**config.mk**
```make
export PLATFORM = sky130hd
export DESIGN_NAME = word_capture_fifo
export DESIGN_NICKNAME = d
export VERILOG_FILES = /design/src/rtl/word_pkg.sv /design/src/rtl/sat_counter.sv /design/src/rtl/word_capture_fifo.sv
export SDC_FILE = /design/constraint.sdc
export NUM_CORES = 1
export LEC_CHECK = 0
export ABC_AREA = 1
export BUFFER_PORTS_ARGS = -buffer_cell sky130_fd_sc_hd__buf_2
export CAP_MARGIN = 10
export CORE_AREA = 3 3 67 69
export CTS_CLUSTER_SIZE = 20
export DETAILED_ROUTE_END_ITERATION = 7
export DIE_AREA = 0 0 70 72
export GPL_TIMING_DRIVEN = 0
export PLACE_DENSITY = 0.72
export SLEW_MARGIN = 10
export SYNTH_ARGS = -nofsm -noshare
export SYNTH_HDL_FRONTEND = slang
export SYNTH_HIERARCHICAL = 1
export SYNTH_SLANG_ARGS = --single-unit
```
**constraint.sdc**
```tcl
create_clock -name clk -period 1.9 [get_ports clk]
set_input_delay 0.19 -clock clk [delete_from_list [all_inputs] [get_ports clk]]
set_output_delay 0.19 -clock clk [all_outputs]
set_load 0.01 [all_outputs]
```
**src/rtl/word_pkg.sv**
```systemverilog
// word_pkg: word type shared by the 4->6 mapping stage and its capture FIFO.
package word_pkg;
  localparam int DATA_W = 6;
  typedef logic [DATA_W-1:0] word_t;
  localparam word_t ZERO = '0;
endpackage

```
**src/rtl/sat_counter.sv**
```systemverilog
// sat_counter: up-counter that holds at all-ones; clr beats inc.
module sat_counter #(
  parameter int W = 8
) (
  input  logic         clk,
  input  logic         rst_n,
  input  logic         clr,
  input  logic         inc,
  output logic [W-1:0] q
);
  always_ff @(posedge clk or negedge rst_n)
    if (!rst_n) q <= '0;
    else if (clr) q <= '0;
    else if (inc && !(&q)) q <= q + 1'b1;
endmodule

```
**src/rtl/word_capture_fifo.sv**
```systemverilog
// word_capture_fifo: valid/ready capture FIFO for mapped words, counting words with the AND-term bit set.
module word_capture_fifo
  import word_pkg::*;
#(
  parameter int DEPTH = 4,
  parameter int CNT_W = 8
) (
  input  logic                     clk,
  input  logic                     rst_n,
  input  logic                     in_valid,
  output logic                     in_ready,
  input  logic [DATA_W-1:0]        in_data,
  output logic                     out_valid,
  input  logic                     out_ready,
  output logic [DATA_W-1:0]        out_data,
  output logic [$clog2(DEPTH):0]   level,
  input  logic                     clr_cnt,
  output logic [CNT_W-1:0]         msb_cnt
);
  localparam int AW = $clog2(DEPTH);
  logic [AW-1:0] wr_ptr, rd_ptr;
  word_t mem [DEPTH];
  logic push, pop;
  assign in_ready  = level != (AW+1)'(DEPTH);
  assign out_valid = level != '0;
  assign push      = in_valid & in_ready;
  assign pop       = out_valid & out_ready;
  assign out_data  = out_valid ? mem[rd_ptr] : ZERO;
  always_ff @(posedge clk or negedge rst_n)
    if (!rst_n) begin
      wr_ptr <= '0;
      rd_ptr <= '0;
      level  <= '0;
    end else begin
      if (push) wr_ptr <= wr_ptr + 1'b1;
      if (pop) rd_ptr <= rd_ptr + 1'b1;
      level <= level + (AW+1)'(push) - (AW+1)'(pop);
    end
  // storage carries no reset; occupancy alone decides what is valid
  always_ff @(posedge clk)
    if (push) mem[wr_ptr] <= in_data;
  sat_counter #(.W(CNT_W)) u_msb_cnt (
    .clk  (clk),
    .rst_n(rst_n),
    .clr  (clr_cnt),
    .inc  (push & in_data[DATA_W-1]),
    .q    (msb_cnt)
  );
endmodule

```
# Word level (Yosys, flattened, before mapping)
# Memory sizes are Yosys's and may differ from the RTL's.
# Index checks and enable logic that the tools add are counted.
# word_totals
romBits	0
reg_bits	15
n_memories	1
in_bits	11
word_cells	24
latchBits	0
ramBits	24
# op_classes
shifts	0
muxes	5
bitwise	3
n_mul	0
div	0
n_eq_ne	1
addsub	5
magnitude_cmp	0
reduce_logical	5
# mem_list
memory	words	word_bits	rd	rd_ports_with_merged_regs	wr	line	text
mem	4	6	1	0	1	word_capture_fifo.sv:22	word_t mem [DEPTH];
# op_table
operator	n
8-bit two-way mux	2
8-bit by 1-bit adder with 8-bit output, second input constant	1
8-bit AND reduction	1
6-bit two-way mux	1
2-bit by 1-bit adder with 2-bit output, second input constant	2
3-bit by 1-bit adder with 3-bit output	1
1-bit AND	3
3-bit != test, second input constant	1
3-bit nonzero test	1
3-bit by 1-bit subtractor with 3-bit output	1
1-bit two-way mux	2
2-bit nonzero test	1
1-bit logical AND	1
1-bit zero test	1

# Logic depth before layout (Yosys ltp)
# depth
word_depth	6
mapped_depth	10

# Modules after synthesis
# The synthesis kept the hierarchy.
# by_module_without_submodules
module	cells_per_inst	n_inst	area_per_inst_um2
word_capture_fifo	149	1	1457.6
sat_counter	73	1	494.2

# Least setup slack after synthesis
# OpenSTA, ideal clock, no wires.
# synth_timing
path_kind	register to register
startpoint	reg level[1]
endpoint	reg level[2]
period_less_slack_ns	2.032
required_ns	1.778
path_stages_with_launch	10
slack_ns	-0.132
setup_time_ns	0.122
arrival_time_ns	1.911
path_cell_list	dfrtp_1 > inv_1 > nand3_1 > nand2_1 > ha_1 > inv_1 > ha_1 > inv_1 > fa_1 > xor2_1
# synth_between
elab_chain_cells	4
# synth_rtl
element	line	text
start: declaration	word_capture_fifo.sv:16	output logic [$clog2(DEPTH):0] level,
start signal: assignment	word_capture_fifo.sv:37	level <= level + (AW+1)'(push) - (AW+1)'(pop);
3-bit != test	word_capture_fifo.sv:24	assign in_ready = level != (AW+1)'(DEPTH);
via in_ready	word_capture_fifo.sv:11	output logic in_ready,
1-bit AND	word_capture_fifo.sv:26	assign push = in_valid & in_ready;
3-bit by 1-bit adder with 3-bit output	word_capture_fifo.sv:37	
3-bit by 1-bit subtractor with 3-bit output	word_capture_fifo.sv:37	
# The timed path passes the listed nets, and every way through them passes these cells.
# A chain may end at the register's enable or synchronous reset.

# Worst setup path in the final report
# layout_timing
startpoint	reg level[1]
endpoint	reg level[1]
# layout_between
elab_chain_cells	4
# layout_rtl
element	line
3-bit != test	word_capture_fifo.sv:24
1-bit AND	word_capture_fifo.sv:26
3-bit by 1-bit adder with 3-bit output	word_capture_fifo.sv:37
3-bit by 1-bit subtractor with 3-bit output *	word_capture_fifo.sv:37
# Mark *: on every way between the ends. The rest lies on a longest branch, timed or not.

==> impl_results.md <==
* Crit path buffers/inverters at 4
* Number of nets with antenna violations after detailed routing at 0
* Number of fillers in the final layout at around 340
* GRT Residual Overflow at 0
* Wire length of the first global-routing pass at between 6 and 7 mm
* RSZ-0062 raised after global routing: no
* Leakage dissipation at approximately 1.2 nW
* Largest net degree at the start of global routing at 16
* Startpoint type of the worst setup path: flop
* Design area at 0.00240 mm2
* Mean area per synthesized cell at 8.79 um2
* Final Worst Setup Slack at approximately 0.094 ns
* Beginning of the critical path: level[1]$_DFF_PN0_
* Final Max Slew Viols at 0
* Worst rel slew slack at 0.565
* Mux contribution to synthesized area at 0
* Pwr/cell area at 1340 mW/mm2
* R2R Setup Slk at 0.09 ns
* Wire length per cell at between 10 and 15 um
* Startpoint of the tightest hold check path: in_data[0]
* Fraction of final layout cells sized beyond drive strength 1 at 0.245
* Drt drc at 0
* Final net count at around 280
* Final TNS setup at 0 ns
* Commonest non-fill, non-tap cells in the layout: sky130_fd_sc_hd__nand2_1 (62), sky130_fd_sc_hd__inv_1 (44), sky130_fd_sc_hd__buf_2 (31)
* HPWL Detailed at roughly 2.6 mm
* Number of antenna violations at the first check in global routing at 0
* Netlist cell types at 21
* Top cells by area, synth: sky130_fd_sc_hd__edfxtp_1 (37%), sky130_fd_sc_hd__dfrtp_1 (19%), sky130_fd_sc_hd__nand2_1 (12%), sky130_fd_sc_hd__inv_1 (9.6%), sky130_fd_sc_hd__nand3_1 (6.2%)
* Max VDD drop at between 700 and 800 uV
* FF-to-FF Start: level[1]$_DFF_PN0_
* Critical Path Sink Type: flop
* Post-route clock period utilization at 0.950
* Adder-cell area share of the yosys netlist at 0.0551
* Worst Hold Depth at 1
* Post-synth net total at 241
* Cells along the critical path: inv_4 > nand3_4 > nand2_8 > ha_4 > inv_2 > ha_4 > inv_2 > fa_2 > inv_1
* PortBufs at 29
* Startpoint-to-endpoint class of the critical path: flop to flop
* Share of synthesized cell area in and, or, nand and nor gates at 0.224
* Clock-pin slew on the worst setup and hold paths at 0.08 ns
* Number of global-route vias before repair at approximately 1,500
* Die area at ~0.0050 mm2
* Xor/xnor cell area share of the yosys netlist at 0.0135
* Final setup violating endpoints at 0
* Number of buffers inserted during clock tree synthesis at 5
* RD Place Congestion at about 0.84
* Hold slack at 0.113 ns
* Clk Latency, worst-skew pair at 0.29 ns
* Effective utilization at floorplan at 0.491
* Highest-delay cell along the critical path: sky130_fd_sc_hd__fa_2
* Combinational family with the most area after synthesis: simple AND/OR/NAND/NOR gates
* Via count at 1,454
* Outcome: completed
* Top delay family on crit path: adder cells
* Routed vias/inst at 4.62
* Timing-limited maximum frequency at 554 MHz
* Worst hold path type: input port to flop
* Period minus WS final at around 1.8 ns
* Count of endpoints failing hold in the final timing report at 0
* P&R area growth vs syn at 22.8%
* Maximum buffer depth of the clock tree at 2
* Setup Slack @ Placement at -0.0937 ns
* Total I/O pin count at 30
* Count of mapped cells out of synthesis at approximately 220
* Number of sinks driven by the clock tree at 39
* Data arrival time at the worst-slack endpoint at a little under 2 ns
* Power consumption at 3.21 mW
* Number of max-cap violations at 0
* Post-synthesis instance area at between 0.0015 and 0.002 mm2
* Cell type with the largest total area after synthesis: sky130_fd_sc_hd__edfxtp_1
* H-tree lvl count at 2
* Horiz. Die Dim at roughly 70 um
* Antenna fix cells at 0
* Post-synthesis register bit count at 39
* Fraction of the mapped netlist area in compound gates at 0.0346
* Top-area cell type share of the netlist area at 0.369
* Endpoint with the worst hold slack: mem[1][0]$_DFFE_PP_
* Required time worst endpoint at roughly 2.1 ns
* Number of warnings printed during yosys synthesis at 6
* Y dimension of the die at a little over 70 um
* Least-Margin Pin Slew at roughly 0.65 ns
* Sequential share of the synthesized area at 0.562
* Total routing resource utilization after global routing at 0.165
* Clock tree from TritonCTS: yes
* Detailed-router iteration count before antenna repair at 4
* First-iteration detailed-routing DRC count at 93
* Std-Cell Core Area at roughly 0.0040 mm2
* Final core utilization at 0.603
* Placed Cells incl. Taps at 301
* Placement-stage cell area at about 0.0022 mm2
* Cells on worst reg2reg path at 9
* Worst clock skew on the final layout at between 0.01 and 0.015 ns
* Count of standard-cell rows at 23
* Endpoint of the most critical register-to-register path: level[1]$_DFF_PN0_
* Top fanout value on the critical path at 8
* DRT Wirelength at 3.78 mm
* Layout Cells excl Fill at approximately 320
* Commonest non-fill, non-tap cell in the layout: sky130_fd_sc_hd__nand2_1
* Slowest Stage Delay on Critical Path at 0.51 ns
* Clock Tree Root: sky130_fd_sc_hd__clkbuf_8
worst max-delay path by stage:
stage	endpoint	slack, ns	cells after the start
5_1_grt	level[1]$_DFF_PN0_	0.03	9
3_5_place_dp	level[2]$_DFF_PN0_	-0.09	10
6_report	level[1]$_DFF_PN0_	0.09	9
2_1_floorplan	level[2]$_DFF_PN0_	0.009	10
3_3_place_gp	level[2]$_DFF_PN0_	-0.03	10
4_1_cts	level[1]$_DFF_PN0_	0.001	10
metal layers:
metal / track usage / vias up / wire (um)
met2: 0.283 / 31 / 1940
met5: 0 / - / 0
met1: 0.189 / 646 / 1630
met3: 0.0402 / 11 / 125
met4: 0.100 / 0 / 90
li1: - / 766 / -
power breakdown:
| part | internal [mW] | switching, mW |
|---|---|---|
| clock network | 0.384 | 0.284 |
| registers | 1.11 | 0.118 |
| logic | 0.520 | 0.796 |
| total | 2.01 | 1.20 |
synthesized netlist by cell type, drive strengths merged:
master / count
nand2: 66
inv: 51
edfxtp: 24
nand3: 24
dfrtp: 15
nor2: 13
a21oi: 10
ha: 7
buf: 3
o21ai: 2
xor2: 2
clkinv: 1
fa: 1
nor3: 1
o21bai: 1
xnor2: 1
sequential cells by signal (all words and copies together) (netlist names):
| signal | count |
|---|---|
| rd_ptr | 2 |
| wr_ptr | 2 |
| u_msb_cnt/q | 8 |
| mem | 24 |
| level | 3 |
what timing repair did:
item / in CTS / in global routing
pin swaps: 1 / 3
buffers inserted: 3 / 2
resized for setup: 3 / 8
setup endpoints to repair: 2 / 2
endpoints found under the hold margin: 15 / 0
hold buffers: 1 / 0
cell type report:
class | count | area [um2] | share of cell area
Buffer | 3 | 21.3 | 0.00888
Clock buffer | 5 | 68.8 | 0.0287
Clock inverter | 3 | 38.8 | 0.0162
Inverter | 52 | 199 | 0.0830
Multi-Input combinational cell | 128 | 714 | 0.298
Sequential cell | 39 | 1100 | 0.458
Tap cell | 50 | 62.6 | 0.0261
Timing Repair Buffer | 35 | 193 | 0.0804
cells by family after synthesis:
kind of cell    count (synthesis)
buf+inv                        55
xor+xnor                        3
flops                          39
simple gates                  104
fa+ha+maj                       8
compound gates                 13
(Power assumes the default switching activity.)
